### config.mk
export PLATFORM = sky130hd
export DESIGN_NAME = fifo_wr_ctrl_flat
export DESIGN_NICKNAME = d
export VERILOG_FILES = /design/src/rtl/fifo_wr_ctrl_if.sv /design/src/rtl/fifo_wr_ctrl.sv /design/src/flat_wrapper.sv
export SDC_FILE = /design/constraint.sdc
export NUM_CORES = 1
export LEC_CHECK = 0
export CORE_MARGIN = 2
export CORE_UTILIZATION = 49
export DETAILED_ROUTE_END_ITERATION = 12
export PLACE_DENSITY = 0.83
export RECOVER_POWER = 100
export SLEW_MARGIN = 20
export SYNTH_ARGS = -nofsm -noshare
export SYNTH_HDL_FRONTEND = slang
export SYNTH_SLANG_ARGS = --single-unit
### constraint.sdc
create_clock -name clk -period 2.87 [get_ports clk]
set_clock_uncertainty 0.2 [all_clocks]
set_input_delay 0.4305 -clock clk [delete_from_list [all_inputs] [get_ports clk]]
set_output_delay 0.4305 -clock clk [all_outputs]
set_load 0.05 [all_outputs]
### src/rtl/fifo_wr_ctrl_if.sv
// rtl/fifo_wr_ctrl_if.sv - write-side bus of the async FIFO write controller
interface fifo_wr_ctrl_if #(
    parameter int ADDR_WIDTH = 4
);
    logic                  wr_en;
    logic                  clr_ovf;
    logic [ADDR_WIDTH:0]   rptr_gray;
    logic                  wclken;
    logic [ADDR_WIDTH-1:0] waddr;
    logic [ADDR_WIDTH:0]   wptr_gray;
    logic                  full;
    logic                  almost_full;
    logic [ADDR_WIDTH:0]   wr_level;
    logic                  wr_ack;
    logic                  overflow;

    modport master (
        output wr_en, clr_ovf, rptr_gray,
        input  wclken, waddr, wptr_gray, full, almost_full, wr_level, wr_ack, overflow
    );

    modport slave (
        input  wr_en, clr_ovf, rptr_gray,
        output wclken, waddr, wptr_gray, full, almost_full, wr_level, wr_ack, overflow
    );
endinterface

### src/rtl/fifo_wr_ctrl.sv
// rtl/fifo_wr_ctrl.sv - write-domain pointer, flag and level control of the async FIFO
module fifo_wr_ctrl #(
    parameter int ADDR_WIDTH  = 4,
    parameter int SYNC_STAGES = 2,
    parameter int AF_MARGIN   = 2
) (
    input  logic           clk,
    input  logic           rst_n,
    fifo_wr_ctrl_if.slave  bus
);
    localparam int PW    = ADDR_WIDTH + 1;
    localparam int DEPTH = 1 << ADDR_WIDTH;
    localparam logic [PW-1:0] AF_LEVEL = PW'(DEPTH - AF_MARGIN);

    logic [PW-1:0] wbin_q, wbin_d;
    logic [PW-1:0] wgray_q, wgray_d;
    logic [PW-1:0] level_q, level_d;
    logic [SYNC_STAGES-1:0][PW-1:0] sync_q, sync_d;
    logic full_q, full_d;
    logic af_q, af_d;
    logic ack_q, ack_d;
    logic ovf_q, ovf_d;
    logic accept;
    logic [PW-1:0] rq_sync, rbin_sync;

    function automatic logic [PW-1:0] gray2bin(input logic [PW-1:0] g);
        logic [PW-1:0] b;
        b[PW-1] = g[PW-1];
        for (int i = PW - 2; i >= 0; i--) begin
            b[i] = b[i+1] ^ g[i];
        end
        return b;
    endfunction

    always_comb begin
        sync_d[0] = bus.rptr_gray;
        for (int i = 1; i < SYNC_STAGES; i++) begin
            sync_d[i] = sync_q[i-1];
        end
        rq_sync   = sync_q[SYNC_STAGES-1];
        rbin_sync = gray2bin(rq_sync);

        accept  = bus.wr_en & ~full_q;
        wbin_d  = wbin_q + {{(PW-1){1'b0}}, accept};
        wgray_d = wbin_d ^ (wbin_d >> 1);
        // Full when the next write pointer sits exactly one lap ahead of the synced read pointer.
        full_d  = (wgray_d == {~rq_sync[PW-1:PW-2], rq_sync[PW-3:0]});
        level_d = wbin_d - rbin_sync;
        af_d    = (level_d >= AF_LEVEL);
        ack_d   = accept;

        ovf_d = ovf_q;
        if (bus.wr_en && full_q) begin
            ovf_d = 1'b1;
        end else if (bus.clr_ovf) begin
            ovf_d = 1'b0;
        end
    end

    always_ff @(posedge clk or negedge rst_n) begin
        if (!rst_n) begin
            wbin_q  <= '0;
            wgray_q <= '0;
            level_q <= '0;
            sync_q  <= '0;
            full_q  <= 1'b0;
            af_q    <= 1'b0;
            ack_q   <= 1'b0;
            ovf_q   <= 1'b0;
        end else begin
            wbin_q  <= wbin_d;
            wgray_q <= wgray_d;
            level_q <= level_d;
            sync_q  <= sync_d;
            full_q  <= full_d;
            af_q    <= af_d;
            ack_q   <= ack_d;
            ovf_q   <= ovf_d;
        end
    end

    assign bus.wclken      = accept;
    assign bus.waddr       = wbin_q[ADDR_WIDTH-1:0];
    assign bus.wptr_gray   = wgray_q;
    assign bus.full        = full_q;
    assign bus.almost_full = af_q;
    assign bus.wr_level    = level_q;
    assign bus.wr_ack      = ack_q;
    assign bus.overflow    = ovf_q;
endmodule

### src/flat_wrapper.sv
// flat-port wrapper written by rule: the top's interface ports become plain ports
module fifo_wr_ctrl_flat 
#(
    parameter int ADDR_WIDTH  = 4,
    parameter int SYNC_STAGES = 2,
    parameter int AF_MARGIN   = 2
)
  (clk, rst_n, bus_wr_en, bus_clr_ovf, bus_rptr_gray, bus_wclken, bus_waddr, bus_wptr_gray, bus_full, bus_almost_full, bus_wr_level, bus_wr_ack, bus_overflow);
  fifo_wr_ctrl_if #(.ADDR_WIDTH(ADDR_WIDTH)) bus_i ();
  input  logic clk;
  input  logic rst_n;
  input wire logic [$bits(bus_i.wr_en)-1:0] bus_wr_en;
  input wire logic [$bits(bus_i.clr_ovf)-1:0] bus_clr_ovf;
  input wire logic [$bits(bus_i.rptr_gray)-1:0] bus_rptr_gray;
  output wire logic [$bits(bus_i.wclken)-1:0] bus_wclken;
  output wire logic [$bits(bus_i.waddr)-1:0] bus_waddr;
  output wire logic [$bits(bus_i.wptr_gray)-1:0] bus_wptr_gray;
  output wire logic [$bits(bus_i.full)-1:0] bus_full;
  output wire logic [$bits(bus_i.almost_full)-1:0] bus_almost_full;
  output wire logic [$bits(bus_i.wr_level)-1:0] bus_wr_level;
  output wire logic [$bits(bus_i.wr_ack)-1:0] bus_wr_ack;
  output wire logic [$bits(bus_i.overflow)-1:0] bus_overflow;
  assign bus_i.wr_en = bus_wr_en;
  assign bus_i.clr_ovf = bus_clr_ovf;
  assign bus_i.rptr_gray = bus_rptr_gray;
  assign bus_wclken = bus_i.wclken;
  assign bus_waddr = bus_i.waddr;
  assign bus_wptr_gray = bus_i.wptr_gray;
  assign bus_full = bus_i.full;
  assign bus_almost_full = bus_i.almost_full;
  assign bus_wr_level = bus_i.wr_level;
  assign bus_wr_ack = bus_i.wr_ack;
  assign bus_overflow = bus_i.overflow;
  fifo_wr_ctrl #(.ADDR_WIDTH(ADDR_WIDTH), .SYNC_STAGES(SYNC_STAGES), .AF_MARGIN(AF_MARGIN)) u_core (.clk(clk), .rst_n(rst_n), .bus(bus_i));
endmodule
; Yosys cells after proc, flatten, opt, wreduce, memory -nomap -nowiden
; Cells that the tools add are included.
[classes]
n_addsub = 2
magnitude_cmp = 1
n_eq_ne = 1
muxes = 2
bitwise = 8
n_reduce_logical = 2
[ops]
columns = cell, n
row1 = 5-bit by 1-bit adder with 5-bit output, 1
row2 = 5-bit == test, 1
row3 = "5-bit by 4-bit >= comparator with 1-bit output, second input constant", 1
row4 = 5-bit subtractor, 1
row5 = 5-bit by 4-bit bitwise XOR with 5-bit output, 1
row6 = 1-bit bitwise XOR, 4
row7 = 1-bit 2-to-1 mux, 2
row8 = 2-bit NOT, 1
row9 = 2-bit nonzero test, 1
row10 = 1-bit AND, 1
row11 = 1-bit logical AND, 1
row12 = 1-bit NOT, 1
[word_totals]
register_bits = 29
in_bits = 9
output_inout_bits = 19
word_cells = 25

; Longest topological paths before layout
; Gate-level depths: netlist of the first run.
[depth]
word_depth = 6
mapped_depth = 10
depth_no_buf = 10

; Worst setup path after synthesis of the first run
; Ideal clock, no wire load.
[synth_timing]
path_kind = register -> register
startpoint = reg u_core.full_q (netlist: u_core.bus.full)
endpoint = reg u_core.af_q (netlist: u_core.bus.almost_full)
setup_ns = 0.116
arrival_ns = 3.185
t_required_ns = 2.554
slack_ns = -0.630
stages_incl_launch_ff = 10
path_buffers = 0
period_less_slack_ns = 3.500
cell_sequence = dfrtp_1 nor2b_1 ha_1 xnor2_1 inv_1 ha_1 nor2b_1 o21ai_0 a21boi_0 o311ai_0
[synth_between]
elab_chain_cells = 5
[synth_rtl]
columns = item, line
row1 = "start, declared", fifo_wr_ctrl.sv:19  ; logic full_q, full_d;
row2 = "start signal, assigned", fifo_wr_ctrl.sv:75  ; full_q <= full_d;
row3 = 1-bit NOT, fifo_wr_ctrl.sv:43  ; accept = bus.wr_en & ~full_q;
row4 = 1-bit AND, fifo_wr_ctrl.sv:43
row5 = net bus_wclken, flat_wrapper.sv:15  ; output wire logic [$bits(bus_i.wclken)-1:0] bus_wclken;
row6 = 5-bit by 1-bit adder with 5-bit output, fifo_wr_ctrl.sv:44  ; wbin_d = wbin_q + {{(PW-1){1'b0}}, accept};
row7 = net u_core.wbin_d[1], fifo_wr_ctrl.sv:15  ; logic [PW-1:0] wbin_q, wbin_d;
row8 = 5-bit subtractor, fifo_wr_ctrl.sv:48  ; level_d = wbin_d - rbin_sync;
row9 = 5-bit by 4-bit >= comparator with 1-bit output, fifo_wr_ctrl.sv:49  ; af_d = (level_d >= AF_LEVEL);
row10 = net u_core.af_d, fifo_wr_ctrl.sv:20  ; logic af_q, af_d;
row11 = "end signal, assigned", fifo_wr_ctrl.sv:67  ; af_q <= 1'b0;
row12 = "end signal, assigned", fifo_wr_ctrl.sv:76  ; af_q <= af_d;
row13 = "end, declared", fifo_wr_ctrl.sv:20
; The timed path passes the listed nets, and every way through them passes these cells.
; A chain may end at the register's enable or synchronous reset.

; Final worst setup path of the first run
[layout_timing]
startpoint = in bus_wr_en
endpoint = reg u_core.af_q (netlist: u_core.bus.almost_full)
[layout_between]
elab_chain_cells = 4
[layout_rtl]
columns = item, line
row1 = "start, declared", flat_wrapper.sv:12  ; input wire logic [$bits(bus_i.wr_en)-1:0] bus_wr_en;
row2 = 1-bit AND, fifo_wr_ctrl.sv:43
row3 = 5-bit by 1-bit adder with 5-bit output, fifo_wr_ctrl.sv:44
row4 = net u_core.wbin_d[1], fifo_wr_ctrl.sv:15
row5 = 5-bit subtractor, fifo_wr_ctrl.sv:48
row6 = 5-bit by 4-bit >= comparator with 1-bit output, fifo_wr_ctrl.sv:49
row7 = net u_core.af_d, fifo_wr_ctrl.sv:20
; The timed path passes the listed nets, and every way through them passes these cells.

==> metrics.md, run 1 <==
| Metric | Value |
|---|---|
| Startpoint types | `input port` |
| Mapped Avg Cell Area | `between 10 and 15 um^2` |
| Final setup viols | `0` |
| Initial drt markers | `25` |
| Worst Setup End Kind | `flip-flop` |
| Chip height | `roughly 54 um` |
| Synthesized area | `between 1000 and 1500 um^2` |
| Worst-path maximum fanout | `3` |
| Slew @ Worst Pin | `812 ps` |
| GRT Overall Usage | `roughly 17%` |
| Multi-input gate area | `a little over 500 um^2` |
| CTS tree | `yes` |
| Fin. Hold Viols | `0` |
| I/O Buffers | `27` |
| Syn. warnings | `0` |
| Total core area | `2430 um^2` |
| Fin. max-slew vios | `0` |
| Worst EP arrival | `approximately 2700 ps` |
| Fin nets | `between 150 and 200` |
| Unique masters post-synth | `30` |
| Routed WL per cell | `about 14 um` |
| Post-Syn Instances | `between 90 and 100` |
| Total gr overflow | `0` |
| Top Ports | `28` |
| Filler instances | `183` |
| Total Wirelength | `2230 um` |
| Mux cell area share after synthesis | `0%` |
| Clk_lat worst skew | `approximately 330 ps` |
| Root Driver | `clkbuf_4` |
| Rel. slew slack | `between 40 and 50%` |
| Synthesized net count | `roughly 110` |
| Number of global-route vias before repair | `about 850` |
| Commonest non-fill, non-tap cell in the layout | `dfrtp_1` |
| First-pass GRT wire length | `around 3500 um` |
| Fraction of layout cells with a size suffix above 1 | `15.7%` |
| FF+latch count, synth | `28` |
| Status | `completed` |
| Post-synthesis compound-gate area fraction | `around 6%` |
| Xor and xnor area share after synthesis | `a little under a fifth` |
| Final min period | `approximately 2700 ps` |
| H-tree levels | `1` |
| Reg area | `702 um^2` |
| # hold bufs at CTS | `0` |
| Setup_tns | `0 ps` |
| Via count | `837` |
| Crit path kind | `input port to flip-flop` |
| Simple-gate area share of the yosys netlist | `just under 9%` |
| Max cap viols | `0` |
| Highest clock rate | `about 0.37 GHz` |
| Clk sinks | `28` |
| Required @ worst endpoint | `2880 ps` |
| Antenna cells | `0` |
| Main synth FF type | `dfrtp_1` |
| Area Growth Syn to Fin | `33.6%` |
| Vias/cell | `5.10` |
| CTS Buf Count | `3` |
| Detailed Routing Iterations Pass 1 | `4` |
| EDFF count, synth | `0` |
| Commonest cells after routing, fill and taps aside | `dfrtp_1, dlygate4sd3_1, xnor2_1` |
| RSZ-0062 raised after global routing | `false` |
| Initial antenna violation count | `0` |
| Fin area | `approximately 1700 um^2` |
| Post-route ant nets | `0` |
| Drt drc | `0` |
| Main combinational cell family by area after synthesis | `XOR/XNOR gates` |
| Reg clk slew, reported paths | `140 ps` |
| Worst Hold Class | `flip-flop to flip-flop` |
| Clock buffer depth | `2` |
| Rows | `18` |
| Initial core utilization | `51.1%` |
| Post-synthesis adder-cell area fraction | `under 10%` |
| Die X | `around 54 um` |
| Global placer's final weighted congestion | `0.766` |
| Cell Area, Placed | `around 1600 um^2` |
| Die ar. | `around 3000 um^2` |
| Async SR Flop Fraction | `100%` |
| Register area share after synthesis | `between 50% and 60%` |
| Detailed placer's ending HPWL | `about 1700 um` |
| Tcrit/Tclk final | `93.7%` |
| Largest net degree at the start of global routing | `17` |
## cells in the mapped netlist, types with 2 or more instances
| master | instances | area share (%) |
|---|---|---|
| nand2_1 | 4 | 1.2 |
| nor2b_1 | 3 | 1.5 |
| nand2b_1 | 2 | 1.0 |
| xnor2_1 | 13 | 9.2 |
| xor2_1 | 4 | 2.8 |
| ha_1 | 6 | 6.0 |
| o21ai_0 | 3 | 1.2 |
| inv_1 | 8 | 2.4 |
| dfrtp_1 | 28 | 56 |
| a21boi_0 | 2 | 1.2 |
## worst max-delay path: stages
cell and delay [ps]:
clkdlybuf4s50_1 430, nor2b_4 150, ha_2 180, xnor2_1 350
inv_1 110, ha_1 290, nor2b_1 120, o21ai_0 180
nor3b_1 300, o311ai_0 160
## cell type report
class                   instances  share of cell area, %
flip-flops and latches         28                   42.2
multi-input cells              55                   31.1
repair buffers                 39                   20.4
well taps                      30                   2.26
clock buffers                   4                   2.18
inverters                       8                   1.81
## routing by layer
| metal | share of wire, % | wire length [um] | global-route usage [%] | vias up |
|---|---|---|---|---|
| met5 | 0 | 0 | 0 | - |
| met4 | 3.1 | 70 | 9.58 | 0 |
| met3 | 5.5 | 122 | 3.01 | 12 |
| met2 | 51 | 1140 | 30.3 | 35 |
| met1 | 40 | 894 | 19.1 | 404 |
| li1 | - | - | - | 386 |
## what timing repair did
| item | CTS | global route |
|---|---|---|
| resized for setup | 0 | 3 |
| endpoints found under the setup margin | 0 | 2 |
| setup buffers | 0 | 2 |
## worst paths after layout
kind | slack [ps] | endpoint | start | cells past startpoint
min | 170 | u_core.rq_sync[0] | u_core.sync_d[5] | 0
min in group asynchronous | 300 | u_core.bus.wptr_gray[1] | rst_n | 1
max | 180 | u_core.bus.almost_full | bus_wr_en | 10
max in group asynchronous | 1050 | u_core.rq_sync[2] | rst_n | 2
max reg2reg | 210 | u_core.bus.almost_full | u_core.rq_sync[3] | 10
min reg2reg | 170 | u_core.rq_sync[0] | u_core.sync_d[5] | 0
## per-stage QoR
step	worst slack, ps	hold WS [ps]	instances	utilization (%)
6_report	182	169	164	68.3
5_1_grt	24.4	187	164	68.3
4_1_cts	85.5	173	162	68.3
3_5_place_dp	-139	140	158	66.8
3_3_place_gp	-56.5	133	158	66.8
2_1_floorplan	38.7	-65.1	93	-
## state kept, by name (all words and copies together), names as in the netlist
register and cells:
u_core.bus.wr_level 5, u_core.rq_sync 5, u_core.sync_d 5, u_core.wbin_q 5, u_core.bus.wptr_gray 4, u_core.bus.almost_full 1, u_core.bus.full 1, u_core.bus.overflow 1
u_core.bus.wr_ack 1
## logic make-up (layout without fill, tap and decap cells)
logic type               count (synthesis)  in the layout
XOR/XNOR                                21             21
buffers and inverters                   10             51
AND/OR/NAND/NOR                         17             17
adder cells (fa/ha/maj)                  7              7
AO/OA/AOI/OAI                           10             10
flip-flops                              28             28
Power of run 1 is left out: the tool's default activity adds up to more than one toggle a clock period on the data nets, which glitch-free logic cannot reach.
==> run 2: changes to the inputs <==
REMOVE_ABC_BUFFERS = 1   (was unset)
SETUP_SLACK_MARGIN = 0.05   (was unset)
==> run 2 against run 1 <==
Utilization grew 0.93 points. First-iteration DRC count down 40%. Die area is the same. Via count grew 0.24%. Worst setup slack got worse by 17 ps. Count of clock-buffer cells in the layout did not move. Critical endpoint unchanged. Largest cell class unchanged.
==> metrics.md, run 2 (synthesized netlist as in run 1, its figures left out) <==
| Metric | Value |
|---|---|
| Crit path kind | `input port to flip-flop` |
| Final min period | `2710 ps` |
| Initial core utilization | `about half` |
| Tcrit/Tclk final | `between 90% and 100%` |
| Hold depth | `0` |
| Routed WL per cell | `13.7 um` |
| GRT Overall Usage | `between 10% and 20%` |
| Fin nets | `~150` |
| Drt drc | `0` |
| Number of global-route vias before repair | `approximately 830` |
| Via count | `between 800 and 900` |
| Reg area | `~700 um^2` |
| CTS Buf Count | `3` |
| Final setup viols | `0` |
| Global placer's final weighted congestion | `0.789` |
| Rows | `18` |
| Clk sinks | `28` |
| Rel. slew slack | `between 3 and 4%` |
| Die ar. | `a little under 3000 um^2` |
| # hold bufs at CTS | `0` |
| Clk_lat worst skew | `320 ps` |
| Area Growth Syn to Fin | `35.4%` |
| Fin. Hold Viols | `0` |
| Reg clk slew, reported paths | `between 100 and 150 ps` |
| Utilization after layout | `between 60% and 70%` |
| Antenna cells | `0` |
| Startpoint types | `input port` |
| Chip height | `approximately 54 um` |
| Required @ worst endpoint | `about 2900 ps` |
| Largest net degree at the start of global routing | `29` |
| Fraction of layout cells with a size suffix above 1 | `17.6%` |
| Fin. max-slew vios | `0` |
| Status | `completed` |
| Worst Setup End Kind | `flip-flop` |
| Commonest cells after routing, fill and taps aside | `dfrtp_1, dlygate4sd3_1, xnor2_1` |
| Worst-path maximum fanout | `3` |
| Top Ports | `28` |
| Detailed placer's ending HPWL | `around 1700 um` |
| Highest clock rate | `about 0.37 GHz` |
| I/O Buffers | `27` |
| Vias/cell | `around 5.1` |
| Max cap viols | `0` |
| H-tree levels | `1` |
| Initial antenna violation count | `0` |
| Setup_tns | `0 ps` |
| Total core area | `between 2000 and 2500 um^2` |
| RSZ-0062 raised after global routing | `false` |
| Slew @ Worst Pin | `1450 ps` |
| Die X | `between 50 and 60 um` |
| Hold WS | `172 ps` |
| Clock buffer depth | `2` |
| Initial drt markers | `15` |
| Detailed Routing Iterations Pass 1 | `4` |
| Worst EP arrival | `2710 ps` |
| Root Driver | `clkbuf_4` |
| Dpl cells | `around 160` |
| First-pass GRT wire length | `between 3000 and 4000 um` |
| CTS tree | `yes` |
| Worst Hold Class | `flip-flop to flip-flop` |
| Commonest non-fill, non-tap cell in the layout | `dfrtp_1` |
| Filler instances | `about 180` |
| Total Wirelength | `2270 um` |
| Post-route ant nets | `0` |
| Multi-input gate area | `between 500 and 600 um^2` |
| Non-filler cells, final | `166` |
| Total gr overflow | `0` |
| Worst-case reg-to-reg path depth | `10` |
==> run 2: cell count changes in the layout (fill, tap and decap cells not counted), sizes merged <==
cell	change
buf	+2
==> run 2: final timing paths <==
kind / from / end / slack, ps
worst max-delay path: bus_wr_en / u_core.bus.almost_full / 160
worst min-delay path: u_core.sync_d[8] / u_core.rq_sync[3] / 170
worst max register to register: u_core.rq_sync[4] / u_core.bus.almost_full / 190
worst min register to register: u_core.sync_d[8] / u_core.rq_sync[3] / 170
max in group asynchronous: rst_n / u_core.sync_d[6] / 880
min in group asynchronous: rst_n / u_core.bus.wptr_gray[1] / 760
==> run 2: area by class of cell <==
cell class              instances  area share (%)
clock buffers                   4            2.15
flip-flops and latches         28            41.6
multi-input cells              55            31.2
well taps                      30            2.23
inverters                       8            1.78
repair buffers                 41            21.0
==> run 2: metal layers <==
metal / part of all wire [%] / track usage (%) / vias up
met2: 55 / 34.1 / 30
met5: 0 / 0 / -
met3: 5.4 / 2.46 / 2
li1: - / - / 392
met1: 39 / 20.5 / 415
met4: 0.66 / 6.25 / 0
==> run 2: repair_timing <==
action | 4_1_cts | 5_1_grt
endpoints found under the setup margin | 1 | 3
resized for setup | 1 | 7
pin swaps | 2 | 3
buffers inserted | 2 | 2
==> run 2: per-stage QoR <==
step           worst slack, ps  cell area (um^2)
2_1_floorplan             -631              1230
3_3_place_gp              -139              1610
3_5_place_dp              -255              1610
4_1_cts                   62.7              1670
5_1_grt                   46.6              1680
6_report                   165              1680
==> run 2: critical path, stage by stage <==
cell and delay, ps:
clkdlybuf4s50_1 480, nor2b_2 200, ha_1 260, xnor2_2 170, inv_1 90, ha_1 290
nor2b_1 120, o21ai_0 200, nor3b_1 320, o311ai_1 140
Power of run 2 is left out for the same reason.
